File: config.mk
export PLATFORM = sky130hd
export DESIGN_NAME = lockout_controller_flat
export DESIGN_NICKNAME = d
export VERILOG_FILES = /design/src/rtl/lockout_controller_pkg.sv /design/src/rtl/lockout_controller_if.sv /design/src/rtl/lockout_controller_rise_detect.sv /design/src/rtl/lockout_controller.sv /design/src/flat_wrapper.sv
export SDC_FILE = /design/constraint.sdc
export NUM_CORES = 1
export LEC_CHECK = 0
export BUFFER_PORTS_ARGS = -buffer_cell sky130_fd_sc_hd__clkbuf_2
export CORE_ASPECT_RATIO = 0.9
export CORE_MARGIN = 5
export CORE_UTILIZATION = 55
export CTS_CLUSTER_DIAMETER = 100
export DETAILED_ROUTE_END_ITERATION = 8
export GPL_TIMING_DRIVEN = 1
export HOLD_SLACK_MARGIN = 0.08
export PLACE_DENSITY = 0.79
export SYNTH_ARGS = -nofsm -noshare
export SYNTH_HDL_FRONTEND = slang
export SYNTH_SLANG_ARGS = --single-unit
File: constraint.sdc
create_clock -name clk -period 4.2 [get_ports clk]
set_input_delay 0.84 -clock clk [delete_from_list [all_inputs] [get_ports clk]]
set_output_delay 0.84 -clock clk [all_outputs]
set_load 0.01 [all_outputs]
File: src/rtl/lockout_controller_pkg.sv
// Shared types and default parameters for the lockout controller.
// Package name lock_pkg is used by the interface, top and bench.
package lock_pkg;

  typedef enum logic [1:0] {
    ARMED   = 2'd0,
    LOCKED  = 2'd1,
    BLOCKED = 2'd2
  } lock_state_t;

  localparam int DEF_CNT_W       = 3;
  localparam int DEF_LVL_W       = 3;
  localparam int DEF_TIME_W      = 9;
  localparam int DEF_MAX_ERR     = 3;
  localparam int DEF_BASE_LOCK   = 30;
  localparam int DEF_MAX_SHIFT   = 3;
  localparam int DEF_PERMA_LEVEL = 4;

endpackage

File: src/rtl/lockout_controller_if.sv
// Event inputs and status outputs of the lockout controller.
// The master side drives the key/code events; the slave side is the controller.
interface lockout_controller_if
  import lock_pkg::*;
#(
  parameter int CNT_W  = DEF_CNT_W,
  parameter int LVL_W  = DEF_LVL_W,
  parameter int TIME_W = DEF_TIME_W
) ();

  logic              tick;
  logic              err_in;
  logic              ok_in;
  logic              admin_clear;
  logic              gen_stop;
  logic              blocked;
  logic              lock_start;
  logic [CNT_W-1:0]  error_counter;
  logic [LVL_W-1:0]  lock_level;
  logic [TIME_W-1:0] time_left;

  modport master (
    output tick, err_in, ok_in, admin_clear,
    input  gen_stop, blocked, lock_start, error_counter, lock_level, time_left
  );

  modport slave (
    input  tick, err_in, ok_in, admin_clear,
    output gen_stop, blocked, lock_start, error_counter, lock_level, time_left
  );

endinterface

File: src/rtl/lockout_controller_rise_detect.sv
// Rising-edge detector: a held-high input yields a single-cycle event.
module rise_detect #(
  parameter int WIDTH = 1
) (
  input  logic             clk,
  input  logic             rst_in,
  input  logic [WIDTH-1:0] sig_i,
  output logic [WIDTH-1:0] rise_o
);

  logic [WIDTH-1:0] prev_q;

  always_ff @(posedge clk) begin
    if (rst_in) prev_q <= '0;
    else        prev_q <= sig_i;
  end

  assign rise_o = sig_i & ~prev_q;

endmodule

File: src/rtl/lockout_controller.sv
// Attempt-error lockout FSM: counts wrong codes, enforces escalating timed
// lockouts, and falls into a permanent block that only admin_clear releases.
module lockout_controller
  import lock_pkg::*;
#(
  parameter int CNT_W       = DEF_CNT_W,
  parameter int MAX_ERR     = DEF_MAX_ERR,
  parameter int BASE_LOCK   = DEF_BASE_LOCK,
  parameter int MAX_SHIFT   = DEF_MAX_SHIFT,
  parameter int PERMA_LEVEL = DEF_PERMA_LEVEL,
  parameter int LVL_W       = DEF_LVL_W,
  parameter int TIME_W      = DEF_TIME_W
) (
  input  logic                 clk,
  input  logic                 rst_in,
  lockout_controller_if.slave  bus
);

  localparam logic [LVL_W-1:0] LVL_MAX = '1;

  if ((BASE_LOCK << MAX_SHIFT) > ((1 << TIME_W) - 1)) begin : g_chk_time
    $error("TIME_W too narrow for BASE_LOCK << MAX_SHIFT");
  end
  if (MAX_ERR < 1 || MAX_ERR > ((1 << CNT_W) - 1)) begin : g_chk_err
    $error("MAX_ERR out of range for CNT_W");
  end
  if (PERMA_LEVEL > ((1 << LVL_W) - 1)) begin : g_chk_lvl
    $error("PERMA_LEVEL out of range for LVL_W");
  end

  logic [2:0] rise;
  logic       clr_ev, ok_ev, err_ev;

  rise_detect #(.WIDTH(3)) u_rise (
    .clk    (clk),
    .rst_in (rst_in),
    .sig_i  ({bus.admin_clear, bus.ok_in, bus.err_in}),
    .rise_o (rise)
  );

  assign clr_ev = rise[2];
  assign ok_ev  = rise[1];
  assign err_ev = rise[0];

  lock_state_t       state_q, state_d;
  logic [CNT_W-1:0]  err_cnt_q, err_cnt_d;
  logic [LVL_W-1:0]  lvl_q, lvl_d;
  logic [TIME_W-1:0] time_q, time_d;
  logic              start_q, start_d;

  logic [CNT_W:0]    err_inc;
  logic [LVL_W-1:0]  lvl_inc;
  logic [TIME_W-1:0] lock_len;

  // Lockout length doubles per prior lockout, capped at MAX_SHIFT doublings.
  always_comb begin
    err_inc = {1'b0, err_cnt_q} + (CNT_W+1)'(1);
    lvl_inc = (lvl_q == LVL_MAX) ? lvl_q : lvl_q + LVL_W'(1);
    if (int'(lvl_q) >= MAX_SHIFT) lock_len = TIME_W'(BASE_LOCK) << MAX_SHIFT;
    else                          lock_len = TIME_W'(BASE_LOCK) << lvl_q;
  end

  always_comb begin
    state_d   = state_q;
    err_cnt_d = err_cnt_q;
    lvl_d     = lvl_q;
    time_d    = time_q;
    start_d   = 1'b0;
    if (clr_ev) begin
      state_d   = ARMED;
      err_cnt_d = '0;
      lvl_d     = '0;
      time_d    = '0;
    end else begin
      case (state_q)
        ARMED: begin
          if (ok_ev) begin
            err_cnt_d = '0;
            lvl_d     = '0;
          end else if (err_ev) begin
            if (int'(err_inc) < MAX_ERR) begin
              err_cnt_d = err_inc[CNT_W-1:0];
            end else begin
              err_cnt_d = '0;
              lvl_d     = lvl_inc;
              start_d   = 1'b1;
              if (int'(lvl_inc) >= PERMA_LEVEL) begin
                state_d = BLOCKED;
                time_d  = '0;
              end else begin
                state_d = LOCKED;
                time_d  = lock_len;
              end
            end
          end
        end
        LOCKED: begin
          if (bus.tick && time_q != '0) begin
            time_d = time_q - TIME_W'(1);
            if (time_q == TIME_W'(1)) state_d = ARMED;
          end
        end
        BLOCKED: time_d = '0;
        default: state_d = ARMED;
      endcase
    end
  end

  always_ff @(posedge clk) begin
    if (rst_in) begin
      state_q   <= ARMED;
      err_cnt_q <= '0;
      lvl_q     <= '0;
      time_q    <= '0;
      start_q   <= 1'b0;
    end else begin
      state_q   <= state_d;
      err_cnt_q <= err_cnt_d;
      lvl_q     <= lvl_d;
      time_q    <= time_d;
      start_q   <= start_d;
    end
  end

  assign bus.gen_stop      = (state_q != ARMED);
  assign bus.blocked       = (state_q == BLOCKED);
  assign bus.lock_start    = start_q;
  assign bus.error_counter = err_cnt_q;
  assign bus.lock_level    = lvl_q;
  assign bus.time_left     = time_q;

endmodule

File: src/flat_wrapper.sv
// flat-port wrapper written by rule: the top's interface ports become plain ports
module lockout_controller_flat import lock_pkg::*;
#(
  parameter int CNT_W       = DEF_CNT_W,
  parameter int MAX_ERR     = DEF_MAX_ERR,
  parameter int BASE_LOCK   = DEF_BASE_LOCK,
  parameter int MAX_SHIFT   = DEF_MAX_SHIFT,
  parameter int PERMA_LEVEL = DEF_PERMA_LEVEL,
  parameter int LVL_W       = DEF_LVL_W,
  parameter int TIME_W      = DEF_TIME_W
)
  (clk, rst_in, bus_tick, bus_err_in, bus_ok_in, bus_admin_clear, bus_gen_stop, bus_blocked, bus_lock_start, bus_error_counter, bus_lock_level, bus_time_left);
  lockout_controller_if #(.CNT_W(CNT_W), .LVL_W(LVL_W), .TIME_W(TIME_W)) bus_i ();
  input  logic clk;
  input  logic rst_in;
  input wire logic [$bits(bus_i.tick)-1:0] bus_tick;
  input wire logic [$bits(bus_i.err_in)-1:0] bus_err_in;
  input wire logic [$bits(bus_i.ok_in)-1:0] bus_ok_in;
  input wire logic [$bits(bus_i.admin_clear)-1:0] bus_admin_clear;
  output wire logic [$bits(bus_i.gen_stop)-1:0] bus_gen_stop;
  output wire logic [$bits(bus_i.blocked)-1:0] bus_blocked;
  output wire logic [$bits(bus_i.lock_start)-1:0] bus_lock_start;
  output wire logic [$bits(bus_i.error_counter)-1:0] bus_error_counter;
  output wire logic [$bits(bus_i.lock_level)-1:0] bus_lock_level;
  output wire logic [$bits(bus_i.time_left)-1:0] bus_time_left;
  assign bus_i.tick = bus_tick;
  assign bus_i.err_in = bus_err_in;
  assign bus_i.ok_in = bus_ok_in;
  assign bus_i.admin_clear = bus_admin_clear;
  assign bus_gen_stop = bus_i.gen_stop;
  assign bus_blocked = bus_i.blocked;
  assign bus_lock_start = bus_i.lock_start;
  assign bus_error_counter = bus_i.error_counter;
  assign bus_lock_level = bus_i.lock_level;
  assign bus_time_left = bus_i.time_left;
  lockout_controller #(.CNT_W(CNT_W), .MAX_ERR(MAX_ERR), .BASE_LOCK(BASE_LOCK), .MAX_SHIFT(MAX_SHIFT), .PERMA_LEVEL(PERMA_LEVEL), .LVL_W(LVL_W), .TIME_W(TIME_W)) u_core (.clk(clk), .rst_in(rst_in), .bus(bus_i));
endmodule
* Word-level counts from Yosys, hierarchy flattened
Cells that the tools add are included.
Storage, ports and cells: register bits after elaboration 21, bits in latches 0, memory bits (writable) 0, bits in read-only memories 0, input port bits 6, output and inout bits 18, word-level logic and storage cells 62, memories kept 0
Operators by class: add/subtract/negate cells 3, multiply operators 0, divide/modulo/power cells 0, order comparisons 3, equal/unequal tests 10, shifts and indexed selects 1, multiplexer cells 22, bitwise gates (word level) 5, reductions and logical operators 12
Operators with widths (count):
- 2-to-1 mux 9 bit | 6
- one-hot mux 9 bit (3 select lines) | 1
- 2-to-1 mux 3 bit | 7
- 2-to-1 mux 2 bit | 6
- equality test 9 x 1 -> 1 bit, second input constant | 1
- nonzero test 9 bit | 1
- << shifter 5 x 3 -> 9 bit, first input constant | 1
- subtractor 9 x 1 -> 9 bit, second input constant | 1
- inequality test 2 x 1 -> 1 bit, second input constant | 4
- one-hot mux 2 bit (3 select lines) | 1
- AND reduction 6 bit | 1
- AND reduction 5 bit | 1
- OR reduction 5 bit | 1
- adder 3 x 1 -> 4 bit, second input constant | 1
- less-than comparator 4 x 2 -> 1 bit, second input constant | 1
- inequality test 2 bit, second input constant | 2
- nonzero test 2 bit | 2
- adder 3 x 1 -> 3 bit, second input constant | 1
- bitwise AND 3 bit | 1
- equality test 3 bit, second input constant | 1
- greater-or-equal comparator 3 x 2 -> 1 bit, second input constant | 1
- greater-or-equal comparator 3 bit, second input constant | 1
- inverter 1 bit | 3
- inverter 3 bit | 1
- other kinds (9) | 9

* Longest topological paths before layout
Gate-level depths: netlist of run 1.
depth in word-level cells 8, mapped depth 7, depth with buffers taken out 7

* By module
A second synthesis of run 1 with hierarchy kept.
Second synthesis, totals: cells, all modules 163, area total of the unflattened synthesis 1371.3 sq um
Modules (own cells, without submodules):
- lockout_controller | times used 1, cells each 154, area each 1266.2 sq um, sequential area each 360.3 sq um
- rise_detect | times used 1, cells each 9, area each 105.1 sq um, sequential area each 60.1 sq um

* Worst setup path before layout of run 1
Ideal clock, no wire load.
kind in2reg, start point input port bus_err_in, end point register u_core.state_q[0], setup time 0.060 ns, arrival 1.894 ns, required time 4.140 ns, slack 2.245 ns, cell stages on the path 5, path buffers 0, cell sequence inv_1 a2111o_1 a21o_1 or4_1 nand2_1
Between the ends: word-level cells in the longest chain between the ends 3
RTL lines:
- start: declaration | RTL line flat_wrapper.sv:17 | input wire logic [$bits(bus_i.err_in)-1:0] bus_err_in;
- bitwise AND 3 bit | RTL line lockout_controller_rise_detect.sv:18 | assign rise_o = sig_i & ~prev_q;
- inequality test 2 x 1 -> 1 bit (no source line)
- AND reduction 6 bit (no source line)
- end signal: assignment | RTL line lockout_controller.sv:117 | state_q <= state_d;
- end: declaration | RTL line lockout_controller.sv:45 | lock_state_t state_q, state_d;
Every way passes these cells. A chain may end at the register's enable or synchronous reset.

* Worst setup path after layout of run 1
start point register u_core.state_q[0], end point output port bus_gen_stop
Between the ends: word-level cells in the longest chain between the ends 1
RTL lines:
- nonzero test 2 bit | RTL line lockout_controller.sv:125 | assign bus.gen_stop = (state_q != ARMED);
- end: declaration | RTL line flat_wrapper.sv:20 | output wire logic [$bits(bus_i.gen_stop)-1:0] bus_gen_stop;
Every way passes these cells.

==> out/results.tsv, run 1 <==
stage	metric	value	unit
critical_path	RR Startpoint	u_core.bus.error_counter[0]	
layout	Synth-to-Final Area Change	12.51	%
drt	Residual DRC	0	
critical_path	CP Data Arrival Time	1.34	ns
die	row cnt	17	
synth	post-synthesis cell count	157	
drt	drt wl/cell	16.32	um
grt	number of global-route vias before repair	1285	
timing	max-slew violations	0	
synth	Post-synth ARST share	0	%
timing	Hold Fails Final Rpt	0	
synth	Synth top area share	31.14	%
synth	Yosys reg bits	21	
critical_path	Largest stage delay, worst path	0.41	ns
die	CORE AREA	2404	sq um
min_path	Hold Path Origin	u_core.bus.error_counter[2]	
critical_path	Most common cell on crit path	inv_1	
timing	Setup Skew	0.004942	ns
timing	Max transition margin	48.85	%
critical_path	Critical Path RT	3.36	ns
timing	min Tclk post-route	2.177	ns
die	Starting Density	56.17	%
timing	worst slew pin tran	0.7673	ns
run	Max Cap Viol	0	
clock_network	clk_lat worst skew	0.31	ns
synth	Primary FF master, synth	dfxtp_1	
timing	fmax	459.3	MHz
critical_path	startpoint types	flip-flop	
critical_path	Worst Path Buf+Inv	3	
grt	grt met2 use	34.47	%
clock_network	htree depth	1	
power	Design Power	0.3704	mW
clock_network	setup bufs post-CTS	0	
clock_network	clock buffer depth	2	
clock_network	CTS Hold Buffers Added	0	
synth	most common cell in the netlist	dfxtp_1	
drt	Detail Route Antenna Nets	0	
layout	layout cell share with drive strength beyond 1	18.58	%
layout	final net count	205	
clock_network	cell at the root of the clock tree	clkbuf_4	
placed_design	Port Buffers	23	
critical_path	family with the most delay on the worst path	flip-flops	
drt	First-pass DRT Iterations	4	
timing	RSZ-0062 raised after global routing	no	
clock_network	Worst-path clk slew	0.12	ns
power	pwr dens	243.9	nW/um^2
grt	GRT Resource Usage Total	20.64	%
critical_path	reg2reg setup slack	2.12	ns
drt	routed via count	1296	
die	Die H	57	um
clock_network	CTS tree	yes	
synth	Netlist Area Pre-Place	1350	sq um
clock_network	Inserted Clock Buffers	3	
synth	synth warn	0	
grt	initial antenna violation count	0	
drt	Vias/cell	6.142	
grt	met3 GRT Util	4.921	%
synth	Synth area leader	dfxtp_1	
grt	GR peak layer	met2	
synth	register area share after synthesis	31.14	%
critical_path	crit path kind	flip-flop to output port	
die	Die ar.	3547	sq um
die	I/O pin count	24	
min_path	hold depth	2	
synth	Netlist cell types	45	
layout	Fillers	226	
synth	most area-consuming cells after synthesis	dfxtp_1, ha_1, a21oi_1	
clock_network	CTS resizes	0	
critical_path	critical path fanouts, max	4	
run_status	status	completed	
layout	diode count	0	
timing	final period utilization	51.83	%
critical_path	Slowest-stage cell, CP	dfxtp_1	
grt	GR Overflow Total	0	
critical_path	worst-path cell chain	inv_1 > ha_1 > inv_1 > clkbuf_2	
clock_network	Clock Sinks	21	
min_path	worst hold-check path type	flip-flop to flip-flop	
synth	syn avg cell area	8.599	sq um
critical_path	Worst Setup End Kind	output port	
synth	Post-synth EDFFs	0	
placed_design	gpl congestion	0.8575	
critical_path	reg2reg end	u_core.bus.time_left[8]	
drt	final WL	3444	um
die	Die Wd	62.23	um
power	peak supply drop	0.1979	mV
placed_design	DP HPWL	2674	um
synth	syn_nets	178	
critical_path	Reg2Reg Depth	6	
grt	first-pass GRT wire length	6009	um
timing	# setup viols final	0	
grt	pin count of the biggest net entering global routing	12	
grt	M1 GR Usage	26.18	%
drt	DRT iter0 DRCs	65	
synth	top post-synthesis cells by count	dfxtp_1, nor2_1, a21oi_1, ha_1, inv_1	
timing	setup TNS	0	ns
min_path	Worst Hold End	u_core.bus.error_counter[2]	
power	Leakage	0.6555	nW
## flip-flops by register name, indices dropped and copies added, names as in the netlist
register                  count
u_core.u_rise.prev_q          3
u_core.state_q                2
u_core.bus.time_left          9
u_core.bus.lock_level         3
u_core.bus.error_counter      3
u_core.bus.lock_start         1
## metrics by stage
stage / worst slack (ns) / util (%) / instances / instance area (sq um) / hold WS [ns]
3_3_place_gp: 2.046 / 62.10 / 207 / 1493 / 0.4420
4_1_cts: 2.028 / 63.20 / 211 / 1519 / 0.4694
2_1_floorplan: 2.245 / - / 157 / 1350 / 0.4743
5_1_grt: 1.914 / 63.20 / 211 / 1519 / 0.5080
6_report: 2.023 / 63.20 / 211 / 1519 / 0.4741
3_5_place_dp: 2.004 / 62.10 / 207 / 1493 / 0.4516
## layout make-up
type	count	area [sq um]	area share, %
flip-flops and latches	21	420.4	27.68
well taps	28	35.03	2.306
clock buffers	4	26.28	1.730
inverters	14	52.55	3.460
multi-input cells	121	869.6	57.25
repair buffers	23	115.1	7.578
## placed cells by master (no fill, tap or decap), types with 3 or more instances in the layout
cell / instances
a21o_1: 3
dfxtp_1: 21
xnor2_1: 4
a21oi_1: 15
ha_1: 15
nand2_1: 11
a211oi_1: 5
inv_1: 14
clkbuf_4: 3
clkbuf_2: 23
o21ai_0: 5
nor2b_1: 4
or3_1: 3
nor2_1: 16
## metal layers
metal  vias to the layer above  share of wire (%)
met3                         6                7.3
met4                         0                1.1
met2                        49                 48
met5                         -                  0
met1                       613                 43
li1                        628                  -
## kinds of logic after synthesis
group                    Yosys count  share of synthesized area (%)
adder cells (fa/ha/maj)           15                          13.90
XOR/XNOR                           5                          3.244
flip-flops                        21                          31.14
AO/OA/AOI/OAI                     51                          27.06
AND/OR/NAND/NOR                   49                          19.46
buffers and inverters             15                          4.449
multiplexers                       1                         0.7415
## worst register-to-register path, cell delays in order (launching register included)
cell and delay (ns):
dfxtp_1 0.37, ha_1 0.23, and2_1 0.17, a2111o_1 0.43, a21oi_2 0.33, nand2_1 0.17
o41ai_2 0.29
## where the power goes
part           internal [mW]  switching [mW]
Clock                 0.0371          0.0639
Sequential             0.204         0.00647
Combinational         0.0234          0.0351
## worst max-delay path by stage
stage,start,to,slack [ns],cells after the start
6_report,u_core.state_q[0],bus_gen_stop,2.02,4
5_1_grt,u_core.bus.error_counter[0],u_core.bus.time_left[5],1.91,6
4_1_cts,u_core.state_q[0],bus_gen_stop,2.03,4
3_5_place_dp,bus_err_in,u_core.bus.time_left[8],2.00,6
3_3_place_gp,bus_ok_in,u_core.state_q[0],2.05,6
2_1_floorplan,bus_err_in,u_core.state_q[0],2.25,5
Power figures use the tool's default switching activity.
==> run 2, diff against run 1 <==
--- a/config.mk
+++ b/config.mk
@@ -8,12 +8,12 @@
 export BUFFER_PORTS_ARGS = -buffer_cell sky130_fd_sc_hd__clkbuf_2
 export CORE_ASPECT_RATIO = 0.9
 export CORE_MARGIN = 5
-export CORE_UTILIZATION = 55
+export CORE_UTILIZATION = 49
 export CTS_CLUSTER_DIAMETER = 100
 export DETAILED_ROUTE_END_ITERATION = 8
 export GPL_TIMING_DRIVEN = 1
 export HOLD_SLACK_MARGIN = 0.08
-export PLACE_DENSITY = 0.79
+export PLACE_DENSITY = 0.74
 export SYNTH_ARGS = -nofsm -noshare
 export SYNTH_HDL_FRONTEND = slang
 export SYNTH_SLANG_ARGS = --single-unit
==> constraint.sdc (replaced) <==
create_clock -name clk -period 2 [get_ports clk]
set_input_delay 0.4 -clock clk [delete_from_list [all_inputs] [get_ports clk]]
set_output_delay 0.4 -clock clk [all_outputs]
set_load 0.01 [all_outputs]
==> run 2 against run 1 <==
  * Power increased by 120%
  * Setup slack worse by 2.0 ns
  * The flow now finishes with violations (setup timing)
  * Combinational power grew to 2.6 times the previous value
  * Clock skew down 0.0018 ns
  * Non-clock buffer count rose by 14
  * Sequential power is 110% higher
  * Largest power group unchanged
  * Sequential share of layout area is 2.2 points lower
  * Core utilization shrank 0.84 points
  * Clock power up 120%
  * Flip-flop and latch count unchanged
==> out/results.tsv, run 2 (synthesis results as in run 1) <==
stage	metric	value	unit	change
run_status	status	finished, violations left		
run_status	failing checks	setup timing		
clock_network	clk_lat worst skew	0.31	ns	about the same
die	CORE AREA	2703	sq um	+12%
timing	Setup Skew	0.003148	ns	-0.001793 ns
layout	final net count	219		+6.8%
power	Leakage	0.7335	nW	+12%
layout	diode count	0		unchanged
layout	Synth-to-Final Area Change	24.84	%	
placed_design	Port Buffers	23		unchanged
clock_network	htree depth	1		unchanged
grt	number of global-route vias before repair	1294		+0.70%
layout	Core Util, Final	62.36	%	-0.84 points
clock_network	clock buffer depth	2		unchanged
layout	layout cell share with drive strength beyond 1	30.96	%	+12 points
critical_path	Worst Path Buf+Inv	1		-2
clock_network	Worst-path clk slew	0.12	ns	about the same
timing	Max transition margin	62.99	%	+14 points
timing	worst slew pin tran	0.5465	ns	-0.2208 ns
power	clock share of power	27.0	%	-0.3 points
drt	final WL	3705	um	+7.6%
power	Sw Share	29.15	%	+0.67 points
timing	RSZ-0062 raised after global routing	yes		
clock_network	Inserted Clock Buffers	3		unchanged
timing	max-slew violations	0		unchanged
drt	Residual DRC	0		unchanged
critical_path	Slowest-stage cell, CP	a2111o_1		
timing	# setup viols final	1		+1
die	Die Wd	65.33	um	+5.0%
die	Starting Density	49.95	%	-6.2 points
drt	drt wl/cell	16.32	um	about the same
power	cell internal pwr	0.5736	mW	+120%
layout	commonest non-fill, non-tap cells in the layout	clkbuf_2, nor2_1, dfxtp_1		
die	Die ar.	3906	sq um	+10%
critical_path	crit path kind	flip-flop to flip-flop		
critical_path	critical path fanouts, max	3		-1
timing	Hold Fails Final Rpt	0		unchanged
timing	worst setup slack after layout	-0.007103	ns	-2.030 ns
layout	Finished Layout Cells	227		+7.6%
grt	GRT Resource Usage Total	19.70	%	-0.94 points
min_path	worst hold-check path type	primary input to flip-flop		
grt	pin count of the biggest net entering global routing	12		unchanged
placed_design	DP HPWL	2748	um	+2.8%
power	peak supply drop	0.3595	mV	+82%
drt	Vias/cell	6.084		-0.95%
timing	min Tclk post-route	2.007	ns	
grt	GR Overflow Total	0		unchanged
drt	First-pass DRT Iterations	4		unchanged
critical_path	Critical Path RT	2.21	ns	-1.15 ns
grt	first-pass GRT wire length	5968	um	-0.68%
critical_path	family with the most delay on the worst path	compound AO/OA/AOI/OAI gates		
critical_path	startpoint types	flip-flop		
clock_network	CTS Hold Buffers Added	0		unchanged
drt	DRT iter0 DRCs	111		+71%
clock_network	CTS tree	yes		
layout	Fillers	265		+17%
power	net switching power	0.2359	mW	+120%
die	I/O pin count	24		unchanged
power	Reg power frac	54.3	%	-2.6 points
critical_path	worst-path cell chain	ha_4 > and2_4 > a2111o_1 > a21o_1 > buf_4 > o21ai_0 > a21oi_2		
critical_path	CP Data Arrival Time	2.21	ns	+0.87 ns
power	pwr dens	480.3	nW/um^2	+97%
die	Die H	59.80	um	+4.9%
timing	final period utilization	100.4	%	
die	row cnt	18		+1
drt	Detail Route Antenna Nets	0		unchanged
placed_design	Inst Count DP	221		+6.8%
run	Max Cap Viol	0		unchanged
clock_network	cell at the root of the clock tree	clkbuf_4		
power	combinational group share of total power	18.8	%	+3.0 points
layout	commonest non-fill, non-tap cell in the layout	clkbuf_2		
critical_path	Worst Setup End Kind	flip-flop		
clock_network	Clock Sinks	21		unchanged
grt	initial antenna violation count	0		unchanged
layout	max FFs per register	9		unchanged
timing	fmax	498.2	MHz	
placed_design	gpl congestion	0.8756		+2.1%
critical_path	Largest stage delay, worst path	0.47	ns	+0.06 ns
drt	routed via count	1381		+6.6%
-- run 2: cell count changes in the layout (fill, tap and decap cells not counted), sizes merged --
cell,change
buf,+14
-- run 2: stage by stage --
stage	total power, mW	setup TNS (ns)	cell area [sq um]	setup slack [ns]	hold WS, ns
after floorplan	0.5371	0	1350	0.1060	0.4667
after global placement	0.5829	0	1585	0.04689	0.4495
after detailed placement	0.5880	0	1585	0.0009210	0.4515
after CTS	0.7943	0	1612	0.03054	0.2838
after global routing	0.8446	-0.08704	1685	-0.04208	0.2937
final	0.8095	-0.007103	1685	-0.007103	0.2827
-- run 2: cell type report --
| cell class | count | area, sq um | area share, % |
|---|---|---|---|
| Inverter | 14 | 52.55 | 3.118 |
| Clock buffer | 4 | 26.28 | 1.559 |
| Timing Repair Buffer | 37 | 220.2 | 13.07 |
| Tap cell | 30 | 37.54 | 2.227 |
| Multi-Input combinational cell | 121 | 919.6 | 54.57 |
| Sequential cell | 21 | 429.2 | 25.46 |
-- run 2: repair_timing --
item                                    CTS  global route
buffers inserted                          0             2
gates resized for setup                   1            17
endpoints found under the setup margin    2             9
cloned                                    0             0
pin swaps                                 0             4
-- run 2: power groups by stage --
stage / Sequential (mW) / Clock (mW) / Combinational, mW
global route: 0.441 / 0.236 / 0.167
detailed placement: 0.448 / 0 / 0.140
CTS: 0.438 / 0.215 / 0.141
global placement: 0.447 / 0 / 0.136
finish: 0.439 / 0.218 / 0.152
floorplan: 0.453 / 0 / 0.0843
-- run 2: path summary, 6_finish.rpt --
check,from,endpoint,slack [ns],cells after the start
worst max-delay path,u_core.bus.error_counter[1],u_core.state_q[1],-0.007,7
worst min-delay path,rst_in,u_core.u_rise.prev_q[0],0.28,2
worst max register to register,u_core.bus.error_counter[1],u_core.state_q[1],-0.007,7
worst min register to register,u_core.bus.error_counter[2],u_core.bus.error_counter[2],0.49,2
-- run 2: metal layers --
layer | GRT usage, % | wire length (um) | vias to the layer above
met4 | 6.213 | 85 | 0
met1 | 27.03 | 1587 | 634
met3 | 4.887 | 290 | 10
met5 | 0 | 0 | -
met2 | 30.45 | 1742 | 76
li1 | - | - | 661
==> run 3, diff against run 2 <==
--- a/config.mk
+++ b/config.mk
@@ -5,15 +5,16 @@
 export SDC_FILE = /design/constraint.sdc
 export NUM_CORES = 1
 export LEC_CHECK = 0
+export ABC_AREA = 1
 export BUFFER_PORTS_ARGS = -buffer_cell sky130_fd_sc_hd__clkbuf_2
 export CORE_ASPECT_RATIO = 0.9
 export CORE_MARGIN = 5
-export CORE_UTILIZATION = 49
+export CORE_UTILIZATION = 50
 export CTS_CLUSTER_DIAMETER = 100
 export DETAILED_ROUTE_END_ITERATION = 8
-export GPL_TIMING_DRIVEN = 1
+export GPL_TIMING_DRIVEN = 0
 export HOLD_SLACK_MARGIN = 0.08
-export PLACE_DENSITY = 0.74
+export PLACE_DENSITY = 0.75
 export SYNTH_ARGS = -nofsm -noshare
 export SYNTH_HDL_FRONTEND = slang
 export SYNTH_SLANG_ARGS = --single-unit
==> run 3 against run 2 <==
  * Largest power group unchanged
  * Largest cell class unchanged
  * Global-route usage decreased by 2.7 points
  * Routed wire length shrank 18%
  * Combinational power up 62%
  * The flow now finishes without violations
  * Non-clock buffer count is 12 lower
  * Synthesized cell count rose by 45%
  * Sequential power increased by 3%
  * Register-to-register slack better by 0.34 ns
  * Clock-buffer cell count did not move
  * Core utilization shrank 2.9 points
  * Synthesized area rose by 8.9%
  * Critical path depth shrank 3
  * Clock skew rose by 0.0053 ns
==> out/results.tsv, run 3 <==
stage	metric	value	unit	change
layout	diode count	0		unchanged
clock_network	CTS Hold Buffers Added	0		unchanged
synth	syn avg cell area	6.476	sq um	-25%
grt	initial antenna violation count	0		unchanged
timing	Setup Skew	0.008440	ns	+0.005292 ns
drt	Detail Route Antenna Nets	0		unchanged
die	Die H	61.44	um	+2.8%
power	Leakage	0.9140	nW	+25%
power	Design Power	0.9155	mW	+13%
clock_network	Clock Sinks	21		unchanged
synth	most common cell in the netlist	nand2_1		
timing	setup TNS	0	ns	+0.007103 ns
synth	Synth area leader	dfxtp_1		
clock_network	Inserted Clock Buffers	3		unchanged
grt	first-pass GRT wire length	5292	um	-11%
grt	number of global-route vias before repair	1266		-2.2%
grt	M1 GR Usage	22.05	%	-5.0 points
synth	Synth top area share	28.60	%	-2.5 points
synth	most area-consuming cells after synthesis	dfxtp_1, ha_1, nand2_1		
timing	min Tclk post-route	1.718	ns	-0.2893 ns
drt	drt wl/cell	10.35	um	-37%
min_path	hold depth	2		unchanged
timing	fmax	582.1	MHz	+17%
die	I/O pin count	24		unchanged
synth	post-synthesis cell count	227		+45%
synth	synth warn	0		unchanged
layout	Synth-to-Final Area Change	13.02	%	
placed_design	worst slack, placed	0.3508	ns	+0.3499 ns
critical_path	Slowest-stage cell, CP	dfxtp_1		
clock_network	CTS tree	yes		
grt	grt met2 use	26.75	%	-3.7 points
critical_path	WP depth	4		-3
timing	worst setup slack after layout	0.2822	ns	+0.2893 ns
grt	GR Overflow Total	0		unchanged
critical_path	crit path kind	flip-flop to output port		
synth	top post-synthesis cells by count	nand2_1, nor2_1, inv_1		
timing	Hold Fails Final Rpt	0		unchanged
placed_design	DP HPWL	2393	um	-13%
clock_network	htree depth	1		unchanged
critical_path	worst-path cell chain	inv_1 > ha_1 > inv_2 > clkbuf_2		
grt	GR peak layer	met2		
critical_path	startpoint types	flip-flop		
critical_path	Critical Path RT	1.60	ns	-0.61 ns
layout	commonest non-fill, non-tap cell in the layout	nand2_1		
die	CORE AREA	2793	sq um	+3.3%
grt	met3 GRT Util	4.927	%	+0.040 points
critical_path	Worst Setup End Kind	output port		
die	Die ar.	4126	sq um	+5.6%
timing	max-slew violations	0		unchanged
synth	Yosys reg bits	21		unchanged
synth	Post-synth ARST share	0	%	unchanged
power	pwr dens	551.0	nW/um^2	+15%
critical_path	family with the most delay on the worst path	flip-flops		
synth	Primary FF master, synth	dfxtp_1		
clock_network	clk_lat worst skew	0.32	ns	about the same
drt	final WL	3043	um	-18%
die	Starting Density	52.64	%	+2.7 points
placed_design	gpl congestion	0.8580		-2.0%
timing	RSZ-0062 raised after global routing	no		
run	Max Cap Viol	0		unchanged
timing	# setup viols final	0		-1
die	Die Wd	67.16	um	+2.8%
power	peak supply drop	0.4252	mV	+18%
critical_path	Reg2Reg Depth	11		+4
run_status	status	completed		
synth	syn_nets	248		+39%
synth	Post-synth EDFFs	0		unchanged
critical_path	Worst Path Buf+Inv	3		+2
placed_design	Port Buffers	23		unchanged
timing	worst slew pin tran	0.3756	ns	-0.1708 ns
clock_network	cell at the root of the clock tree	clkbuf_4		
placed_design	Inst Count DP	290		+31%
critical_path	critical path fanouts, max	5		+2
synth	Netlist cell types	24		-47%
critical_path	CP Data Arrival Time	1.32	ns	-0.89 ns
layout	Finished Layout Cells	294		+30%
drt	routed via count	1372		-0.65%
drt	First-pass DRT Iterations	4		unchanged
layout	commonest non-fill, non-tap cells in the layout	nand2_1, nor2_1, inv_1		
layout	final net count	276		+26%
clock_network	Worst-path clk slew	0.12	ns	about the same
clock_network	clock buffer depth	2		unchanged
layout	layout cell share with drive strength beyond 1	21.65	%	-9.3 points
die	row cnt	18		unchanged
timing	Max transition margin	74.86	%	+12 points
drt	DRT iter0 DRCs	90		-19%
critical_path	Largest stage delay, worst path	0.40	ns	-0.07 ns
min_path	worst hold-check path type	primary input to flip-flop		
clock_network	setup bufs post-CTS	0		unchanged
synth	Netlist Area Pre-Place	1470	sq um	+8.9%
synth	register area share after synthesis	28.60	%	-2.5 points
timing	final period utilization	85.89	%	-14 points
drt	Vias/cell	4.667		-23%
grt	pin count of the biggest net entering global routing	12		unchanged
drt	Residual DRC	0		unchanged
layout	max FFs per register	9		unchanged
grt	GRT Resource Usage Total	16.96	%	-2.7 points
clock_network	CTS resizes	0		-1
[run 3: cell types whose count changed in the layout (fill, tap and decap cells not counted), moves of 8 or more]
cell / before / now
buf_4: 14 / 0
inv_1: 14 / 32
nand2_2: 0 / 10
nand3_1: 2 / 10
inv_2: 0 / 9
nor2_1: 16 / 40
nand2_1: 11 / 50
[run 3: final timing paths]
path                                from                     endpoint  slack, ns
max reg2reg  u_core.bus.error_counter[0]      u_core.bus.time_left[5]       0.33
min reg2reg  u_core.bus.error_counter[2]  u_core.bus.error_counter[2]       0.51
max                    u_core.state_q[0]                 bus_gen_stop       0.28
min                               rst_in      u_core.u_rise.prev_q[0]       0.28
[run 3: kinds of logic (layout without fill, tap and decap cells)]
family,after synthesis,after routing,share of synthesized area (%)
AOI/OAI and AO/OA,21,21,7.915
xor gates and xnor gates,1,1,0.5959
adders and majority gates,15,15,12.77
buffers and inverters,43,70,11.57
DFF,21,21,28.60
and+or+nand+nor,126,126,38.55
[run 3: final cells by class]
class | count | area [sq um]
clock buffer | 4 | 26.28
buffer | 2 | 16.27
fill | 299 | 1131
timing repair buffer | 23 | 115.1
tap | 40 | 50.05
sequential | 21 | 420.4
multi-input combinational | 163 | 879.6
inverter | 41 | 153.9
[run 3: metrics by stage]
step                      hold slack, ns  util [%]  instance area, sq um
after floorplan                   0.4724         -                  1470
after global placement            0.4900     58.56                  1635
after detailed placement          0.4896     58.56                  1635
after CTS                         0.2704     59.50                  1662
after global routing              0.2593     59.50                  1662
final                             0.2755     59.50                  1662
[run 3: report_power, final]
| part | switching [mW] | internal, mW |
|---|---|---|
| Clock | 0.137 | 0.0782 |
| Combinational | 0.158 | 0.0896 |
| Sequential | 0.0170 | 0.436 |
[run 3: metal layers]
layer	up-vias	part of all wire, %
li1	754	-
met1	581	53
met2	30	40
met3	7	5.2
met4	0	2.0
met5	-	0
